**src/rtl/spi_master_nc_if.sv**
```systemverilog
// spi_master_nc_if - bus and pin bundle for the spi_master_nc engine.
//
// CPU side (from the port decoder / to the bus mux):
//   reg_sel  register select: 0=data, 1=cs control, 2=status, 3=divider
//   wr, rd   single-cycle strobes; wr has priority when both are high
//   din      write data
//   dout     registered read data, valid the cycle after rd
//   cpuwait  high while a deferred data access is queued
//   busy     high while a byte is being shifted
// SD/SPI pins:
//   sd_cd (async card detect), sd_miso, sd_mosi, sd_sck, sd_cs (active-low)
// Debug:
//   dbg_shift  high while the engine FSM is in SHIFT
//
// Handshake: there is no valid/ready pair. A strobe (wr or rd) is taken on
// every clock edge it is high; a data access that cannot start at once is
// held in a one-deep queue and cpuwait is raised until the queue drains.
interface spi_master_nc_if #(
   parameter int NCS = 2
);
   logic [1:0]     reg_sel;
   logic           wr;
   logic           rd;
   logic [7:0]     din;
   logic [7:0]     dout;
   logic           cpuwait;
   logic           busy;
   logic           sd_cd;
   logic           sd_miso;
   logic           sd_mosi;
   logic           sd_sck;
   logic [NCS-1:0] sd_cs;
   logic           dbg_shift;

   // master: the SPI engine itself
   modport master (
      input  reg_sel, wr, rd, din, sd_cd, sd_miso,
      output dout, cpuwait, busy, sd_mosi, sd_sck, sd_cs, dbg_shift
   );

   // slave: the surrounding system (decoder, bus mux, card)
   modport slave (
      output reg_sel, wr, rd, din, sd_cd, sd_miso,
      input  dout, cpuwait, busy, sd_mosi, sd_sck, sd_cs, dbg_shift
   );
endinterface

```
**src/rtl/spi_master_nc.sv**
```systemverilog
// spi_master_nc - byte-wide SPI mode-0 master for SD cards with NCS chip
// selects, a runtime-programmable SCK divider, a one-deep deferred data
// access queue with CPU wait, read-triggered 0xFF exchange and status/overrun
// reporting.
//
// Ports:
//   clk28  system clock
//   rst    asynchronous active-high reset
//   bus    spi_master_nc_if.master (CPU register bus and SD pins)
//
// Parameters:
//   NCS        number of active-low chip selects (1..4)
//   DIV_W      divider register width (1..8)
//   DIV_RESET  divider value after reset
module spi_master_nc #(
   parameter int NCS       = 2,
   parameter int DIV_W     = 4,
   parameter int DIV_RESET = 0
) (
   input logic             clk28,
   input logic             rst,
   spi_master_nc_if.master bus
);

   typedef enum logic {
      IDLE  = 1'b0,
      SHIFT = 1'b1
   } state_t;

   state_t           state_q, state_d;
   logic             busy_q, busy_d;
   logic             sck_q, sck_d;
   logic             mosi_q, mosi_d;
   logic [NCS-1:0]   cs_q, cs_d;
   logic [7:0]       dout_q, dout_d;
   logic [7:0]       rx_q, rx_d;
   logic [7:0]       shift_q, shift_d;
   logic [DIV_W-1:0] cnt_q, cnt_d;
   logic [DIV_W-1:0] div_q, div_d;
   logic [DIV_W-1:0] div_act_q, div_act_d;
   logic [3:0]       tcnt_q, tcnt_d;
   logic             pend_q, pend_d;
   logic             pend_rd_q, pend_rd_d;
   logic [7:0]       pend_din_q, pend_din_d;
   logic             ovr_q, ovr_d;
   logic             cd1_q, cd2_q;

   logic             wr_data, rd_any, rd_data, access;
   logic             sck_tick, last_tick, start;
   logic [7:0]       new_tx, start_tx;

   always_comb begin
      state_d    = state_q;
      busy_d     = busy_q;
      sck_d      = sck_q;
      mosi_d     = mosi_q;
      cs_d       = cs_q;
      dout_d     = dout_q;
      rx_d       = rx_q;
      shift_d    = shift_q;
      cnt_d      = cnt_q;
      div_d      = div_q;
      div_act_d  = div_act_q;
      tcnt_d     = tcnt_q;
      pend_d     = pend_q;
      pend_rd_d  = pend_rd_q;
      pend_din_d = pend_din_q;
      ovr_d      = ovr_q;

      // wr wins over rd in the same cycle
      wr_data   = bus.wr && (bus.reg_sel == 2'd0);
      rd_any    = bus.rd && !bus.wr;
      rd_data   = rd_any && (bus.reg_sel == 2'd0);
      access    = wr_data || rd_data;
      new_tx    = wr_data ? bus.din : 8'hFF;
      sck_tick  = (state_q == SHIFT) && (cnt_q == '0);
      last_tick = sck_tick && (tcnt_q == 4'd15);
      start     = 1'b0;
      start_tx  = new_tx;

      if (bus.wr) begin
         case (bus.reg_sel)
            2'd1:    cs_d  = bus.din[NCS-1:0];
            2'd3:    div_d = bus.din[DIV_W-1:0];
            default: ;
         endcase
      end

      // Status read clears overrun here; a set later in this block wins.
      if (rd_any) begin
         case (bus.reg_sel)
            2'd1: dout_d = 8'(cs_q);
            2'd2: begin
               dout_d = {4'b0000, cd2_q, ovr_q, pend_q, busy_q};
               ovr_d  = 1'b0;
            end
            2'd3:    dout_d = 8'(div_q);
            default: ;
         endcase
      end

      case (state_q)
         IDLE: begin
            if (access) begin
               start = 1'b1;
               if (rd_data) dout_d = rx_q;
            end
         end
         SHIFT: begin
            cnt_d = cnt_q - 1'b1;
            if (sck_tick) begin
               cnt_d  = div_act_q;
               sck_d  = ~sck_q;
               tcnt_d = tcnt_q + 4'd1;
               // Rising edge samples MISO; after that shift the MSB is the
               // next bit to present on the following falling edge.
               if (!sck_q) shift_d = {shift_q[6:0], bus.sd_miso};
               else        mosi_d  = shift_q[7];
            end
            if (last_tick) begin
               rx_d    = shift_q;
               mosi_d  = 1'b1;
               busy_d  = 1'b0;
               state_d = IDLE;
               // Chain the next transfer in the completing cycle so busy
               // never drops between back-to-back bytes.
               if (pend_q) begin
                  start    = 1'b1;
                  start_tx = pend_rd_q ? 8'hFF : pend_din_q;
                  pend_d   = 1'b0;
                  if (pend_rd_q) dout_d = shift_q;
                  if (access)    ovr_d  = 1'b1;
               end else if (access) begin
                  start = 1'b1;
                  if (rd_data) dout_d = shift_q;
               end
            end else if (access) begin
               if (pend_q) begin
                  ovr_d = 1'b1;
               end else begin
                  pend_d     = 1'b1;
                  pend_rd_d  = rd_data;
                  pend_din_d = bus.din;
               end
            end
         end
         default: ;
      endcase

      if (start) begin
         state_d   = SHIFT;
         busy_d    = 1'b1;
         sck_d     = 1'b0;
         mosi_d    = start_tx[7];
         shift_d   = start_tx;
         cnt_d     = div_q;
         div_act_d = div_q;
         tcnt_d    = 4'd0;
      end
   end

   always_ff @(posedge clk28 or posedge rst) begin
      if (rst) begin
         state_q    <= IDLE;
         busy_q     <= 1'b0;
         sck_q      <= 1'b0;
         mosi_q     <= 1'b1;
         cs_q       <= '1;
         dout_q     <= 8'h00;
         rx_q       <= 8'h00;
         shift_q    <= 8'h00;
         cnt_q      <= '0;
         div_q      <= DIV_W'(DIV_RESET);
         div_act_q  <= DIV_W'(DIV_RESET);
         tcnt_q     <= 4'd0;
         pend_q     <= 1'b0;
         pend_rd_q  <= 1'b0;
         pend_din_q <= 8'h00;
         ovr_q      <= 1'b0;
         cd1_q      <= 1'b0;
         cd2_q      <= 1'b0;
      end else begin
         state_q    <= state_d;
         busy_q     <= busy_d;
         sck_q      <= sck_d;
         mosi_q     <= mosi_d;
         cs_q       <= cs_d;
         dout_q     <= dout_d;
         rx_q       <= rx_d;
         shift_q    <= shift_d;
         cnt_q      <= cnt_d;
         div_q      <= div_d;
         div_act_q  <= div_act_d;
         tcnt_q     <= tcnt_d;
         pend_q     <= pend_d;
         pend_rd_q  <= pend_rd_d;
         pend_din_q <= pend_din_d;
         ovr_q      <= ovr_d;
         // two-flop synchroniser for the asynchronous card detect
         cd1_q      <= bus.sd_cd;
         cd2_q      <= cd1_q;
      end
   end

   assign bus.dout      = dout_q;
   assign bus.cpuwait   = pend_q;
   assign bus.busy      = busy_q;
   assign bus.sd_mosi   = mosi_q;
   assign bus.sd_sck    = sck_q;
   assign bus.sd_cs     = cs_q;
   assign bus.dbg_shift = (state_q == SHIFT);

endmodule

```
**src/flat_wrapper.sv**
```systemverilog
// flat-port wrapper written by rule: the top's interface ports become plain ports
module spi_master_nc_flat 
#(
   parameter int NCS       = 2,
   parameter int DIV_W     = 4,
   parameter int DIV_RESET = 0
)
  (clk28, rst, bus_reg_sel, bus_wr, bus_rd, bus_din, bus_sd_cd, bus_sd_miso, bus_dout, bus_cpuwait, bus_busy, bus_sd_mosi, bus_sd_sck, bus_sd_cs, bus_dbg_shift);
  spi_master_nc_if #(.NCS(NCS)) bus_i ();
  input logic clk28;
  input logic rst;
  input wire logic [$bits(bus_i.reg_sel)-1:0] bus_reg_sel;
  input wire logic [$bits(bus_i.wr)-1:0] bus_wr;
  input wire logic [$bits(bus_i.rd)-1:0] bus_rd;
  input wire logic [$bits(bus_i.din)-1:0] bus_din;
  input wire logic [$bits(bus_i.sd_cd)-1:0] bus_sd_cd;
  input wire logic [$bits(bus_i.sd_miso)-1:0] bus_sd_miso;
  output wire logic [$bits(bus_i.dout)-1:0] bus_dout;
  output wire logic [$bits(bus_i.cpuwait)-1:0] bus_cpuwait;
  output wire logic [$bits(bus_i.busy)-1:0] bus_busy;
  output wire logic [$bits(bus_i.sd_mosi)-1:0] bus_sd_mosi;
  output wire logic [$bits(bus_i.sd_sck)-1:0] bus_sd_sck;
  output wire logic [$bits(bus_i.sd_cs)-1:0] bus_sd_cs;
  output wire logic [$bits(bus_i.dbg_shift)-1:0] bus_dbg_shift;
  assign bus_i.reg_sel = bus_reg_sel;
  assign bus_i.wr = bus_wr;
  assign bus_i.rd = bus_rd;
  assign bus_i.din = bus_din;
  assign bus_i.sd_cd = bus_sd_cd;
  assign bus_i.sd_miso = bus_sd_miso;
  assign bus_dout = bus_i.dout;
  assign bus_cpuwait = bus_i.cpuwait;
  assign bus_busy = bus_i.busy;
  assign bus_sd_mosi = bus_i.sd_mosi;
  assign bus_sd_sck = bus_i.sd_sck;
  assign bus_sd_cs = bus_i.sd_cs;
  assign bus_dbg_shift = bus_i.dbg_shift;
  spi_master_nc #(.NCS(NCS), .DIV_W(DIV_W), .DIV_RESET(DIV_RESET)) u_core (.clk28(clk28), .rst(rst), .bus(bus_i));
endmodule
```
**config.mk**
```make
export PLATFORM = sky130hd
export DESIGN_NAME = spi_master_nc_flat
export DESIGN_NICKNAME = d
export VERILOG_FILES = /design/src/rtl/spi_master_nc_if.sv /design/src/rtl/spi_master_nc.sv /design/src/flat_wrapper.sv
export SDC_FILE = /design/constraint.sdc
export NUM_CORES = 1
export LEC_CHECK = 0
export ABC_AREA = 1
export BUFFER_PORTS_ARGS = -buffer_cell sky130_fd_sc_hd__buf_2
export CAP_MARGIN = 15
export CORE_ASPECT_RATIO = 1.25
export CORE_MARGIN = 3
export CORE_UTILIZATION = 45
export DETAILED_ROUTE_END_ITERATION = 10
export PLACE_DENSITY_LB_ADDON = 0.12
export REMOVE_ABC_BUFFERS = 1
export SLEW_MARGIN = 20
export SYNTH_ARGS = -nofsm -noshare
export SYNTH_HDL_FRONTEND = slang
export SYNTH_SLANG_ARGS = --single-unit
```
**constraint.sdc**
```tcl
create_clock -name clk28 -period 1.6 [get_ports clk28]
set_clock_uncertainty 0.05 [all_clocks]
set_input_delay 0.16 -clock clk28 [delete_from_list [all_inputs] [get_ports clk28]]
set_output_delay 0.16 -clock clk28 [all_outputs]
set_load 0.02 [all_outputs]
```
Yosys cells after proc, flatten, opt, wreduce, memory -nomap -nowiden
Cells that the tools add are included.

storage, ports and cells
  bits of input ports = 16
  output and inout bits = 15
  register bits = 59

cells by class
  reduce and logical (&&, ||, !) cells = 24
  add/subtract/negate cells = 2
  eq/ne operators = 5
  bitwise operators = 4
  multiplexer cells = 53

operators with widths
  operator                                                                count
  8-bit two-way mux                                                       17
  1-bit two-way mux                                                       27
  4-bit two-way mux                                                       6
  8-bit case mux with 3 select lines                                      1
  8-bit case mux with 2 select lines                                      1
  2-bit AND reduction                                                     6
  2-bit nonzero test                                                      4
  3-bit AND reduction                                                     2
  3-bit nonzero test                                                      2
  1-bit logical AND                                                       5
  4-bit by 1-bit adder with 4-bit output (second input constant)          1
  2-bit equality test (second input constant)                             2
  4-bit equality test (second input constant)                             1
  4-bit zero test                                                         1
  1-bit NOT                                                               4
  4-bit AND reduction                                                     1
  4-bit by 1-bit subtractor with 4-bit output (second input constant)     1
  2-bit by 1-bit equality test with 1-bit output (second input constant)  1
  2-bit zero test                                                         1
  2-bit inequality test (second input constant)                           1
  1-bit case mux with 2 select lines                                      1
  1-bit zero test                                                         1
  1-bit logical OR                                                        1

Logic depth before layout (Yosys ltp)
  word-level depth = 10
  mapped depth = 12
  gate-level depth less buffers = 12

Worst setup path before layout
No wires, ideal clock.

  kind = flip-flop to flip-flop
  start point = register u_core.state_q (netlist: u_core.bus.dbg_shift)
  end point = register u_core.shift_q[1]
  library setup time = 120 ps
  path slack = -81 ps
  data required time = 1430 ps
  clock period less this slack = 1681 ps
  path buffers = 3
  data arrival time = 1511 ps
  cell stages (with the launch flop) = 11
  cells stage by stage = dfrtp_1 > buf_4 > nand3_2 > inv_2 > nand2_4 > nand2_4 > nand2_4 > buf_6 > buf_8 > o21ai_1 > nand2_1

between the ends
  cells in the longest elaborated chain, start to end = 6

RTL lines
  item                                                                          line                  RTL
  start: declaration                                                            spi_master_nc.sv:30   state_t state_q, state_d;
  start signal: assignment                                                      spi_master_nc.sv:183  state_q <= state_d;
  1-bit logical AND                                                             spi_master_nc.sv:76   sck_tick = (state_q == SHIFT) && (cnt_q == '0);
  1-bit logical AND                                                             spi_master_nc.sv:77   last_tick = sck_tick && (tcnt_q == 4'd15);
  1-bit two-way mux                                                             spi_master_nc.sv:120  if (last_tick) begin
  1-bit case mux with 2 select lines                                            spi_master_nc.sv:102  case (state_q)
  2-bit inequality test (no line) / 2-bit nonzero test (equally long branches)  --
  3-bit AND reduction (no line)                                                 --
  end signal: assignment                                                        spi_master_nc.sv:190  shift_q <= shift_d;
  end: declaration                                                              spi_master_nc.sv:37   logic [7:0] shift_q, shift_d;

Parallel ways exist; a longest one is shown, timed or not.
A chain may end at the register's enable or synchronous reset.

Final worst setup path
  start point = register u_core.cnt_q[0]
  end point = register u_core.pend_din_q[5]

between the ends
  cells in the longest elaborated chain, start to end = 5

RTL lines
  item                           line                  RTL
  start: declaration             spi_master_nc.sv:38   logic [DIV_W-1:0] cnt_q, cnt_d;
  start signal: assignment       spi_master_nc.sv:191  cnt_q <= cnt_d;
  4-bit zero test                spi_master_nc.sv:76
  1-bit logical AND              spi_master_nc.sv:76
  1-bit logical AND              spi_master_nc.sv:77
  1-bit NOT (no line)            --
  4-bit AND reduction (no line)  --
  end signal: assignment         spi_master_nc.sv:197  pend_din_q <= pend_din_d;
  end: declaration               spi_master_nc.sv:44   logic [7:0] pend_din_q, pend_din_d;

Every way passes these cells.

==> run_results.csv <==
group,metric,value,unit
layout,antennaDiodeCount,0,
status,status,"finished clean",
sta,timing.final.max_slew_violations,0,
cts,clockBufferDepth,2,
setup_path,slowest_delay,0.38,ns
layout,drive_gt1_share,26.57,%
sta,min_period,1.581,ns
cts,clock_latency,0.34,ns
synthesis,ys_warn_count,0,
synthesis,ys_ff_latch,59,
die,coreArea,7147,µm²
place,place_congestion,0.8529,
power_and_ir_drop,vdd_drop_max,0.0006039,V
sta,period_share,98.80,%
setup_path,reg2reg_depth,11,
setup_path,crit_chain,"inv_2 -> ha_4 -> nand3_4 -> inv_4 -> nand2_8 -> nand2_8 -> buf_6 -> clkinv_8 -> nand3_4 -> nand2_1 -> o21ai_1",
setup_path,end_kind,"flip-flop",
power_and_ir_drop,cellPowerDensity,1146,nW/µm²
cts,cts_num_sinks,59,
synthesis,syn_inst,463,
die,die_x,83.84,µm
die,io_pins,31,
cts,cts_buffers,9,
synthesis,postSynthAreaPerCell,7.361,µm²
sta,hold_slack,0.01924,ns
sta,maxSlewHeadroom,59.91,%
synthesis,yosysTopAreaCell,"dfrtp_1",
die,start_util,47.69,%
synthesis,synth.area.top_cells,"dfrtp_1, nand2_1, o21ai_0",
cts,htree_levels,3,
sta,finalSetupTns,0,ns
sta,worst_slack,0.01922,ns
job,cap_violations,0,
grt,grt_busiest_layer,"met2",
hold_path,hold_class,"input port to flip-flop",
routing,drtIter0Drc,193,
layout,fillCellCount,669,
routing,num_vias,3282,
synthesis,synth_top_area_share,41.12,%
cts,cts.reportedPaths.clkPinSlew,0.06,ns
place,place_inst,606,
routing,routed_wl,9092,µm
layout,area_growth_syn_to_layout,26.28,%
synthesis,synth_commonest_cells,"nand2_1, o21ai_0, dfrtp_1",
setup_path,crit_buf_inv,4,
power_and_ir_drop,finalPower,0.004933,W
routing,vias_per_cell,5.193,
synthesis,synth_edf_count,0,
power_and_ir_drop,p_leak,2.074,nW
setup_path,cp-start-kind,"flip-flop",
synthesis,postSynth.asyncResetShare,100.0,%
grt,grt_pass1_wl,15410,µm
die,die_height,103.3,µm
place,dp_slack,-0.1883,ns
setup_path,path_depth,11,
place,hpwl,6362,µm
grt,use_met3,4.437,%
cts,ctsRootBufferMaster,"clkbuf_8",
setup_path,critPathTopFamily,"simple AND/OR/NAND/NOR gates",
layout,nets,556,
die,dieArea,8661,µm²
routing,wl_per_cell,14.39,µm
synthesis,ys_types,35,
synthesis,netlist_area,3408,µm²
synthesis,synthFlopType,"dfrtp_1",
routing,ant_nets,0,
setup_path,crit_required,1.81,ns
sta,worst_pin_slew,0.6007,ns
cts,cts_tree,"built",
grt,grt_max_degree,60,
routing,first_pass_iters,5,
die,row_count,34,
grt,grt_pass1_vias,3211,
grt,use_met2,36.31,%
grt,grt_util_met1,29.95,%
synthesis,yosysMostFrequentCell,"nand2_1",
grt,grt_overflow,0,
setup_path,cp_data_arrival_time,1.79,ns
sta,hold_violations,0,
place,io_buffer_count,30,
sta,rsz0062_at_grt,"true",
layout,seq_area,1483,µm²
setup_path,worstSetupPathType,"flip-flop to flip-flop",
setup_path,crit_path_top_delay_cell,"dfrtp_1",
setup_path,cp_max_fo,8,
grt,grt_use_total,22.54,%
layout,multi_input_area,1750,µm²
layout,final_cells,632,
sta,max_freq,0.6326,GHz
grt,antenna_found_initial,0,
synthesis,seq_area_frac_synth,43.43,%
hold_path,hold_depth,3,
sta,setup_viol,0,
routing,drc,0,
==> area by class of cell <==
cell class / count / share of cell area [%]
inverter: 57 / 5.785
tap: 90 / 2.616
clock buffer: 14 / 3.779
timing repair buffer: 75 / 12.47
multi-input combinational: 335 / 40.67
clock inverter: 2 / 0.2326
sequential: 59 / 34.45
==> logic make-up (layout without fill, tap and decap cells) <==
kind of cell             count (synthesis)  count (layout)  synth area share [%]
AND/OR/NAND/NOR                        209             212                 27.61
flip-flops                              59              59                 43.43
adder cells (fa/ha/maj)                  3               3                 1.101
XOR/XNOR                                 1               1                0.2570
buffers and inverters                   72             148                 9.104
AO/OA/AOI/OAI                          119             119                 18.50
==> state kept, by name, summed over array words and instances, names as in the netlist <==
signal	flops
u_core.cd1_q	1
u_core.rx_q	8
u_core.bus.busy	1
u_core.shift_q	8
u_core.cnt_q	4
u_core.bus.sd_cs	2
u_core.pend_rd_q	1
u_core.bus.cpuwait	1
u_core.bus.sd_sck	1
u_core.div_q	4
u_core.pend_din_q	8
u_core.bus.dbg_shift	1
u_core.bus.dout	8
u_core.tcnt_q	4
u_core.div_act_q	4
u_core.ovr_q	1
u_core.bus.sd_mosi	1
u_core.cd2_q	1
==> worst register-to-register path: cells and delay by family, from the launching register on <==
kind,cells,cell delay [ns]
and+or+nand+nor,5,0.47
DFF,1,0.38
buffers and inverters,4,0.38
adders and majority gates,1,0.15
AOI/OAI and AO/OA,1,0.08
==> path summary, 6_finish.rpt <==
kind                                  from                    to  slack (ns)
hold / removal                  bus_din[4]  u_core.pend_din_q[4]        0.02
setup / recovery           u_core.cnt_q[0]  u_core.pend_din_q[5]        0.02
hold reg to reg               u_core.cd1_q          u_core.cd2_q        0.30
setup reg to reg           u_core.cnt_q[0]  u_core.pend_din_q[5]        0.02
min in group asynchronous              rst      u_core.tcnt_q[0]        0.38
max in group asynchronous              rst   u_core.bus.sd_cs[0]        0.82
==> layout by cell type (no fill, tap or decap), types with 15 or more instances in the layout <==
master	count
nand2_1	123
o21ai_0	61
dfrtp_1	54
inv_1	44
nor2_1	37
buf_4	36
buf_2	30
a21oi_1	25
nand3_1	17
o21ai_1	15
==> per-layer routing <==
metal	up-vias	wire, µm
met4	0	196
li1	1652	-
met1	1530	4177
met5	-	0
met3	14	435
met2	86	4283
==> power breakdown <==
group | leakage (nW) | internal [W] | switching [W] | total (W)
Sequential | 0.732 | 0.00179 | 0.000246 | 0.00204
Clock | 0.0905 | 0.000643 | 0.000568 | 0.00121
Combinational | 1.25 | 0.000741 | 0.000945 | 0.00169
==> repair_timing <==
item	in CTS	in global routing
cloned	3	0
pin swaps	5	6
endpoints found under the setup margin	33	39
buffers inserted	3	2
hold buffers	2	0
endpoints found under the hold margin	57	0
gates resized for setup	19	29
==> stage by stage <==
| stage | cell area (µm²) | util (%) |
|---|---|---|
| final | 4304 | 60.22 |
| after global routing | 4304 | 60.22 |
| after CTS | 4189 | 58.61 |
| after detailed placement | 3887 | 54.39 |
| after global placement | 3887 | 54.39 |
| after floorplan | 3314 | - |
Note: power is estimated with default switching activity, not from simulation.
